`src/rtl/pipeline_pkg.sv`:
```
// Shared pipeline definitions: memory-stall FSM encoding and field widths.
package pipeline_pkg;

  // Memory-stall controller states; ERR is only reachable with MEM_TIMEOUT_EN.
  typedef enum logic [1:0] {
    StIdle = 2'd0,
    StWait = 2'd1,
    StErr  = 2'd2
  } mem_state_e;

  // Width of the MEM/WB write-back control field cleared by a bubble.
  localparam int unsigned WbWidth = 2;

  // Width of the memory wait-cycle counter.
  localparam int unsigned WaitCntWidth = 8;

endpackage

```
`src/rtl/mem_wait_counter.sv`:
```
// Saturating wait-cycle counter for the memory-stall controller.
module mem_wait_counter
  import pipeline_pkg::*;
#(
  parameter int unsigned MAX = 16
) (
  input  logic                    clk,
  input  logic                    reset,
  input  logic                    en,
  input  logic                    clr,
  output logic [WaitCntWidth-1:0] count,
  output logic                    sat
);

  assign sat = (count == WaitCntWidth'(MAX));

  // Clear has priority over counting; the count holds once it reaches MAX.
  always_ff @(posedge clk) begin
    if (!reset) begin
      count <= '0;
    end else if (clr) begin
      count <= '0;
    end else if (en && !sat) begin
      count <= count + 1'b1;
    end
  end

endmodule

```
`src/rtl/mem_stall_ctrl.sv`:
```
// Pipeline stall controller for a data memory with variable latency.
// Optional build macro MEM_TIMEOUT_EN adds the ERR state and the sticky mem_timeout output.
module mem_stall_ctrl
  import pipeline_pkg::*;
#(
  parameter int unsigned TIMEOUT_CYCLES = 16
) (
  input  logic clk,
  input  logic reset,
  input  logic mem_read,
  input  logic mem_write,
  input  logic mem_ack,
  input  logic load_use_hazard,
  output logic mem_req,
  output logic pc_write,
  output logic if_id_write,
  output logic id_ex_write,
  output logic ex_mem_write,
  output logic id_ex_flush,
  output logic mem_wb_bubble,
`ifdef MEM_TIMEOUT_EN
  output logic mem_timeout,
`endif
  output logic mem_busy
);

  mem_state_e              state_q;
  logic                    access;
  logic                    in_idle;
  logic                    in_wait;
  logic                    in_err;
  logic                    mem_stall;
  logic [WaitCntWidth-1:0] wait_cnt;
  logic                    wait_sat;

  assign access  = mem_read | mem_write;
  assign in_idle = (state_q == StIdle);
  assign in_wait = (state_q == StWait);
  assign in_err  = (state_q == StErr);

  // A stall is needed whenever an access is outstanding without an ack, or forever in ERR.
  assign mem_stall = (in_idle & access & ~mem_ack) | (in_wait & ~mem_ack) | in_err;

  mem_wait_counter #(
    .MAX (TIMEOUT_CYCLES)
  ) u_wait_cnt (
    .clk   (clk),
    .reset (reset),
    .en    (in_wait & ~mem_ack),
    .clr   (~in_wait | mem_ack),
    .count (wait_cnt),
    .sat   (wait_sat)
  );

`ifdef MEM_TIMEOUT_EN
  logic timeout_q;
  logic timeout_hit;
  logic unused_sat;

  assign timeout_hit = (wait_cnt == WaitCntWidth'(TIMEOUT_CYCLES - 1));
  assign mem_timeout = timeout_q;
  assign unused_sat  = wait_sat;
`else
  logic unused_cnt;

  assign unused_cnt = ^{wait_cnt, wait_sat};
`endif

  // State register; ack in IDLE without an access and anything in ERR are ignored.
  always_ff @(posedge clk) begin
    if (!reset) begin
      state_q <= StIdle;
`ifdef MEM_TIMEOUT_EN
      timeout_q <= 1'b0;
`endif
    end else begin
      case (state_q)
        StIdle: begin
          if (access && !mem_ack) state_q <= StWait;
        end
        StWait: begin
          if (mem_ack) begin
            state_q <= StIdle;
`ifdef MEM_TIMEOUT_EN
          end else if (timeout_hit) begin
            state_q   <= StErr;
            timeout_q <= 1'b1;
`endif
          end
        end
`ifdef MEM_TIMEOUT_EN
        StErr: state_q <= StErr;
`endif
        default: state_q <= StIdle;
      endcase
    end
  end

  // Stall/flush outputs; the memory stall overrides the load-use hazard.
  always_comb begin
    mem_req       = 1'b0;
    pc_write      = 1'b1;
    if_id_write   = 1'b1;
    id_ex_write   = 1'b1;
    ex_mem_write  = 1'b1;
    id_ex_flush   = 1'b0;
    mem_wb_bubble = 1'b0;
    mem_busy      = 1'b0;
    if (!reset) begin
      id_ex_flush   = 1'b1;
      mem_wb_bubble = 1'b1;
    end else begin
      mem_req  = (in_idle & access) | in_wait;
      mem_busy = in_wait;
      if (mem_stall) begin
        pc_write      = 1'b0;
        if_id_write   = 1'b0;
        id_ex_write   = 1'b0;
        ex_mem_write  = 1'b0;
        mem_wb_bubble = 1'b1;
      end else if (load_use_hazard) begin
        pc_write    = 1'b0;
        if_id_write = 1'b0;
        id_ex_flush = 1'b1;
      end
    end
  end

endmodule
```
`config.mk`:
```
export PLATFORM = sky130hd
export DESIGN_NAME = mem_stall_ctrl
export DESIGN_NICKNAME = d
export VERILOG_FILES = /design/src/rtl/pipeline_pkg.sv /design/src/rtl/mem_wait_counter.sv /design/src/rtl/mem_stall_ctrl.sv
export SDC_FILE = /design/constraint.sdc
export NUM_CORES = 1
export LEC_CHECK = 0
export CAP_MARGIN = 10
export CORE_AREA = 2 2 39 41
export DETAILED_ROUTE_END_ITERATION = 7
export DIE_AREA = 0 0 41 43
export PLACE_DENSITY = 0.46
export SLEW_MARGIN = 20
export SYNTH_ARGS = -nofsm -noshare
export SYNTH_HDL_FRONTEND = slang
export SYNTH_SLANG_ARGS = --single-unit
```
`constraint.sdc`:
```
create_clock -name clk -period 1.37 [get_ports clk]
set_clock_uncertainty 0.05 [all_clocks]
set_input_delay 0.2055 -clock clk [delete_from_list [all_inputs] [get_ports clk]]
set_output_delay 0.2055 -clock clk [all_outputs]
set_load 0.005 [all_outputs]
```
==> impl_metrics.tcl, run 1 <==
set metrics [dict create \
    grt_pass1_wl_um 524 \
    path_class "register to output pin" \
    grt_use_total_pct 3.90 \
    syn_nets 21 \
    grt_pass1_vias 134 \
    fp.dieW_um 41 \
    crit_family "simple AND/OR/NAND/NOR gates" \
    io_buffers 13 \
    ys_seq_area_share_pct 17.8 \
    cp_cell_sequence "nor3_1 -> buf_4 -> or3b_4 -> buf_6" \
    ys_seq_elements 1 \
    fin_cells 46 \
    reg_top3 "state_q (1)" \
    async_flop_share_pct 0 \
    p_leak_nw 0.122 \
    antenna_found_initial 0 \
    clkLatencyLatePin_ns 0 \
    period_share_pct 95.7 \
    largest_reg_flops 1 \
    synth_ff_type "dfxtp_1" \
    fin_crit_ns 1.31 \
    n_antenna_cell 0 \
    postSynthCellCount 15 \
    cp_max_fo 4 \
    rsz0062_at_grt "false" \
    routed_wirelength_um 369 \
    drv_cap 0 \
    post_drt_wl_per_cell_um 8.02 \
    worstPathRequired_ns 1.11 \
    status "finished, final reports clean" \
    drcViolationCount 0 \
    synth_area_leader_cell "dfxtp_1" \
    critical_path.max_stage_delay_ns 0.38 \
    placed_cells 46 \
    hold_depth 3 \
    io_pins 14 \
    crit_cells 4 \
    rows 14 \
    drtPass1Iterations 2 \
    dr.first_iter.drc_count 4 \
    overflow 0 \
    clk_pin_slew_ns 0 \
    fillers 169 \
    arrival_ns 1.06 \
    finalSetupViolCount 0 \
    end_kind "output pin" \
    critPathLaunchType "register" \
    cts_setup_buffers 0 \
    synth_edf_count 0 \
    regMostFlops "state_q" \
    die_h_um 43 \
    rr_worst_depth 3 \
    yosys.area.top_type_share_pct 17.8 \
    nNetsFinal 38 \
    vias 158 \
    start_util_pct 8.14 \
    drive_gt1_share_pct 53.3 \
    hold_slack_ns 0.589 \
    dieArea_mm2 0.00176 \
    hold_class "input port to register" \
    max_slew_margin_pct 90.2 \
    place.gp.congestion 0.495 \
    ys_warn_count 0 \
    hold_violations 0 \
    worstMarginPinSlew_ns 0.145 \
    slowest_stage "or3b_4" \
    synth.avg_cell_area_um2 7.51 \
    fmax_mhz 763 \
    syn_area_um2 113 \
    synthDistinctLibCells 13 \
    synth_area_leaders "dfxtp_1, buf_4, nand3_1" \
    core-area_mm2 0.00138 \
    grt_max_degree 7 \
    synthToLayoutAreaGrowth_pct 130 \
    ant_nets 0 \
    synthTopCellsByCount "buf_4, nand3_1" \
    slew_violations 0 \
    path_buf_inv 2 \
    power_density_mw_per_mm2 370 \
    vdd_drop_max_mv 0.115 \
    total_power_mw 0.0957 \
    route.detailed.vias_per_inst 3.43 \
    layout_common_cells "dlygate4sd2_1, buf_2, buf_6, buf_4" \
]
-- stage by stage --
stage | utilization (%) | cell area, um^2 | setup WS [ns] | setup TNS, ns
2_1_floorplan | - | 113 | 0.0758 | 0
3_3_place_gp | 20.1 | 278 | -0.691 | -4.53
3_5_place_dp | 20.1 | 278 | -0.691 | -4.46
4_1_cts | 19.3 | 267 | 0.00153 | 0
5_1_grt | 18.7 | 259 | 0.0150 | 0
6_report | 18.7 | 259 | 0.0592 | 0
-- what timing repair did --
item,4_1_cts,5_1_grt
pin swaps,4,3
endpoints found under the setup margin,8,5
gates resized for setup,37,5
hold buffers,0,0
cloned,0,0
-- cells by family after synthesis --
family	Yosys count	share of synthesized area [%]
AO/OA/AOI/OAI	1	4.44
buffers and inverters	2	13.3
flip-flops	1	17.8
AND/OR/NAND/NOR	11	64.5
-- where the power goes --
part	internal (mW)	leakage, nW	total [mW]	switching, mW
clock	0	0	0	0
sequential	0.0314	0.00829	0.0330	0.00151
combinational	0.0396	0.114	0.0628	0.0231
total	0.0710	0.122	0.0957	0.0247
-- metal layers --
metal | global-route usage [%] | share of wire, % | routed length, um
met3 | 1.05 | 17 | 62
met1 | 4.76 | 37 | 135
met4 | 0 | 0 | 0
met5 | 0 | 0 | 0
met2 | 6.88 | 46 | 171
-- tightest hold or removal path, cell delays in order --
cell and delay, ns:
dlygate4sd2_1 0.21, buf_4 0.12, nor3b_1 0.04
-- path summary, 6_finish.rpt --
check	start	end	slack, ns
max	state_q[0]	id_ex_write	0.06
min	mem_ack	state_q[0]	0.59
max reg2reg	state_q[0]	state_q[0]	0.52
min reg2reg	state_q[0]	state_q[0]	0.68
-- layout make-up --
type | count | area, um^2 | area share (%)
tap | 16 | 20.0 | 7.73
sequential | 1 | 20.0 | 7.73
multi-input combinational | 12 | 88.8 | 34.3
timing repair buffer | 17 | 130 | 50.2
Power figures use the tool's default switching activity.
==> run 2: changes to the inputs <==
--- a/config.mk
+++ b/config.mk
@@ -9,7 +9,7 @@
 export CORE_AREA = 2 2 39 41
 export DETAILED_ROUTE_END_ITERATION = 7
 export DIE_AREA = 0 0 41 43
-export PLACE_DENSITY = 0.46
+export PLACE_DENSITY = 0.44
 export SLEW_MARGIN = 20
 export SYNTH_ARGS = -nofsm -noshare
 export SYNTH_HDL_FRONTEND = slang
==> run 2 against run 1 <==
Net effect: wire length grew 11%; combinational power shrank 6.7%; die area is the same; sequential cell count is the same; design area shrank 3.4%; first-iteration DRC count shrank 100%; total power shrank 4.2%; sequential power is essentially flat; worst setup slack lost 0.0098 ns; highest routed layer unchanged.
==> impl_metrics.tcl, run 2 (synthesis results as in run 1) <==
set metrics [dict create \
    route.met3.wl_um 35 \
    met1_length_um 129 \
    wl_met2_um 245 \
    drv_cap 0 \
    dieArea_mm2 0.00176 \
    period_share_pct 96.4 \
    place.gp.congestion 0.436 \
    clkLatencyLatePin_ns 0 \
    post-route-util_pct 18.1 \
    hold_slack_ns 0.612 \
    route.detailed.vias_per_inst 3.59 \
    nNetsFinal 38 \
    slew_violations 0 \
    arrival_ns 1.07 \
    grt_pass1_wl_um 586 \
    drtPass1Iterations 1 \
    start_util_pct 8.14 \
    vdd_drop_max_mv 0.0723 \
    finalSetupViolCount 0 \
    finalSetupTns_ns 0 \
    grt_pass1_vias 153 \
    die_h_um 43 \
    end_kind "output pin" \
    dr.first_iter.drc_count 0 \
    clk_pin_slew_ns 0 \
    overflow 0 \
    top_layer "met3" \
    critPathLaunchType "input port" \
    cts_setup_buffers 0 \
    io_buffers 13 \
    fp.dieW_um 41 \
    max_slew_margin_pct 87.7 \
    grt_max_degree 7 \
    p_leak_nw 0.116 \
    core-area_mm2 0.00138 \
    largest_reg_flops 1 \
    power_density_mw_per_mm2 366 \
    ant_nets 0 \
    antenna_found_initial 0 \
    fillers 168 \
    cts_hold_buf 0 \
    rows 14 \
    worstPathRequired_ns 1.11 \
    fmax_mhz 757 \
    fin_crit_ns 1.32 \
    dp_hpwl_um 348 \
    cp_max_fo 2 \
    status "finished, final reports clean" \
    reg_top3 "state_q (1)" \
    grt_use_total_pct 4.60 \
    drive_gt1_share_pct 50.0 \
    dp_slack_ns -0.650 \
    hold_class "input port to register" \
    hold_violations 0 \
    regMostFlops "state_q" \
    layout_common_cells "dlygate4sd2_1, buf_2, buf_4" \
    io_pins 14 \
    worst_slack_ns 0.0495 \
    n_antenna_cell 0 \
    synthToLayoutAreaGrowth_pct 122 \
    worstMarginPinSlew_ns 0.183 \
    vias 165 \
    drcViolationCount 0 \
    rsz0062_at_grt "false" \
    total_power_mw 0.0917 \
    post_drt_wl_per_cell_um 8.91 \
    path_class "input port to output pin" \
    routed_wirelength_um 410 \
]
run 2: timing repair:
action,4_1_cts,5_1_grt
pin swaps,3,3
resized for setup,33,3
setup endpoints to repair,8,4
run 2: critical path, cell delays in order:
cell and delay (ns):
dlygate4sd2_1 0.25, or3b_2 0.47, buf_2 0.14
run 2: area by class of cell:
class	instances	area (um^2)	area share, %
flip-flops and latches	1	20.0	8.00
multi-input cells	12	87.6	35.0
well taps	16	20.0	8.00
repair buffers	17	123	49.0
run 2: worst paths after layout:
path / startpoint / endpoint / slack (ns) / depth (start not counted)
max: mem_ack / id_ex_write / 0.05 / 3
min: mem_ack / state_q[0] / 0.61 / 3
max reg2reg: state_q[0] / state_q[0] / 0.48 / 3
min reg2reg: state_q[0] / state_q[0] / 0.71 / 3
run 2: power breakdown:
group | internal [mW] | switching, mW
sequential | 0.0314 | 0.00162
clock | 0 | 0
combinational | 0.0351 | 0.0235
run 2: metrics by stage:
step / cell area (um^2) / cells
final: 250 / 46
after global routing: 250 / 46
after CTS: 255 / 46
after detailed placement: 278 / 46
after global placement: 278 / 46
after floorplan: 113 / 15
run 2: metal layers:
metal	up-vias	track usage, %
li1	85	-
met1	71	3.48
met2	9	10.9
met3	0	0
met4	0	0
met5	-	0
==> run 3: changes to the inputs <==
--- a/config.mk
+++ b/config.mk
@@ -7,9 +7,11 @@
 export LEC_CHECK = 0
 export CAP_MARGIN = 10
 export CORE_AREA = 2 2 39 41
+export CTS_BUF_LIST = sky130_fd_sc_hd__clkbuf_16
 export DETAILED_ROUTE_END_ITERATION = 7
 export DIE_AREA = 0 0 41 43
 export PLACE_DENSITY = 0.44
+export RECOVER_POWER = 100
 export SLEW_MARGIN = 20
 export SYNTH_ARGS = -nofsm -noshare
 export SYNTH_HDL_FRONTEND = slang
==> run 3 against run 2 <==
Net effect: total power decreased by 6.0%; first-iteration DRC count did not move; critical path depth is the same; sequential share of layout area is 0.60 points higher; worst setup slack better by 0.014 ns; combinational power fell by 9.2%; via count down 1.8%; global-route usage is the same; die area unchanged; sequential power about the same; utilization down 1.3 points; wire length shrank 0.98%; critical path type is now register to output pin.
==> impl_metrics.tcl, run 3 (synthesis results as in run 1) <==
set metrics [dict create \
    dp_hpwl_um 348 \
    crit_family "simple AND/OR/NAND/NOR gates" \
    finalSetupViolCount 0 \
    critical_path.max_stage_delay_ns 0.53 \
    reg_top3 "state_q (1)" \
    die_h_um 43 \
    grt_pass1_wl_um 586 \
    cts_setup_buffers 0 \
    cp_cell_sequence "or4b_1 -> nand3_1 -> buf_2" \
    io_pins 14 \
    dieArea_mm2 0.00176 \
    critPathLaunch "state_q[0]" \
    ant_nets 0 \
    end_kind "output pin" \
    hold_violations 0 \
    antenna_found_initial 0 \
    worst_slack_ns 0.0633 \
    r2r_slack_ns 0.47 \
    grt_use_total_pct 4.60 \
    routed_wirelength_um 406 \
    post_drt_wl_per_cell_um 8.83 \
    io_buffers 13 \
    overflow 0 \
    worstMarginPinSlew_ns 0.183 \
    slew_violations 0 \
    route.detailed.vias_per_inst 3.52 \
    core-area_mm2 0.00138 \
    status "finished, final reports clean" \
    drcViolationCount 0 \
    dr.first_iter.drc_count 0 \
    start_util_pct 8.14 \
    fp.dieW_um 41 \
    clk_pin_slew_ns 0 \
    vdd_drop_max_mv 0.0711 \
    max_slew_margin_pct 87.7 \
    layout_commonest_cell "dlygate4sd2_1" \
    path_class "register to output pin" \
    regMostFlops "state_q" \
    path_buf_inv 1 \
    crit_cells 3 \
    layout_common_cells "dlygate4sd2_1, clkbuf_2, buf_2, clkbuf_1" \
    place.gp.congestion 0.436 \
    slowest_stage "or4b_1" \
    rsz0062_at_grt "false" \
    p_leak_nw 0.104 \
    critPathLaunchType "register" \
    postPlaceCellArea_um2 278 \
    grt_pass1_vias 153 \
    worstPathRequired_ns 1.11 \
    clkLatencyLatePin_ns 0 \
    largest_reg_flops 1 \
    cp_max_fo 4 \
    rr_endpoint "state_q[0]" \
    finish.instance_area_um2 233 \
    n_antenna_cell 0 \
    rows 14 \
    fin_crit_ns 1.31 \
    synthToLayoutAreaGrowth_pct 107 \
    placed_cells 46 \
    crit_end "id_ex_flush" \
    arrival_ns 1.05 \
    vias 162 \
    dp_slack_ns -0.650 \
    r2r-start "state_q[0]" \
    power_density_mw_per_mm2 371 \
    period_share_pct 95.4 \
    rr_worst_depth 3 \
    drive_gt1_share_pct 36.7 \
    cts_hold_buf 0 \
    hold_class "input port to register" \
    grt_max_degree 7 \
    fin_cells 46 \
    nNetsFinal 38 \
    drtPass1Iterations 1 \
    fmax_mhz 765 \
    drv_cap 0 \
]
[run 3: cell types whose count changed in the layout (fill, tap and decap cells not counted)]
cell	delta
buf_4	-1
clkbuf_1	+3
buf_2	-2
nand3_1	+1
nand3_2	-1
clkbuf_2	+1
buf_6	-1
[run 3: worst min path at each step]
stage,startpoint,endpoint,slack (ns),cells after the start
floorplan,mem_ack,state_q[0],0.23,1
global placement,state_q[0],state_q[0],0.74,3
detailed placement,state_q[0],state_q[0],0.74,3
CTS,mem_ack,state_q[0],0.62,3
global route,mem_read,state_q[0],0.69,4
finish,mem_read,state_q[0],0.65,4
[run 3: worst register-to-register path: stages, from the launching register on]
cell	delay, ns
dfxtp_1	0.31
nor3_2	0.22
buf_4	0.15
nor3b_1	0.04
[run 3: power breakdown]
group	switching, mW	internal, mW
Sequential	0.00161	0.0314
Clock	0	0
Combinational	0.0224	0.0307
Total	0.0241	0.0622
[run 3: repair_timing]
item	CTS	global route
setup endpoints to repair	8	4
gates resized for setup	33	3
pin swaps	3	3
[run 3: through the flow]
| stage | power [mW] | util (%) | hold slack (ns) | setup TNS (ns) |
|---|---|---|---|---|
| 6_report | 0.0862 | 16.8 | 0.645 | 0 |
| 5_1_grt | 0.0948 | 16.8 | 0.695 | 0 |
| 4_1_cts | 0.0934 | 18.4 | 0.623 | -0.00901 |
| 3_5_place_dp | 0.108 | 20.1 | 0.744 | -4.41 |
| 3_3_place_gp | 0.106 | 20.1 | 0.737 | -4.11 |
| 2_1_floorplan | 0.0541 | - | 0.232 | 0 |
[run 3: area by class of cell]
type	instances	area [um^2]
multi-input cells	12	82.6
well taps	16	20.0
fillers	172	1150
repair buffers	17	110
flip-flops and latches	1	20.0
[run 3: routing by layer]
metal / global-route usage, % / share of wire (%) / up-vias
met5: 0 / 0 / -
met4: 0 / 0 / 0
met3: 0 / 8.9 / 0
met2: 10.9 / 58 / 9
met1: 3.48 / 33 / 69
li1: - / - / 84
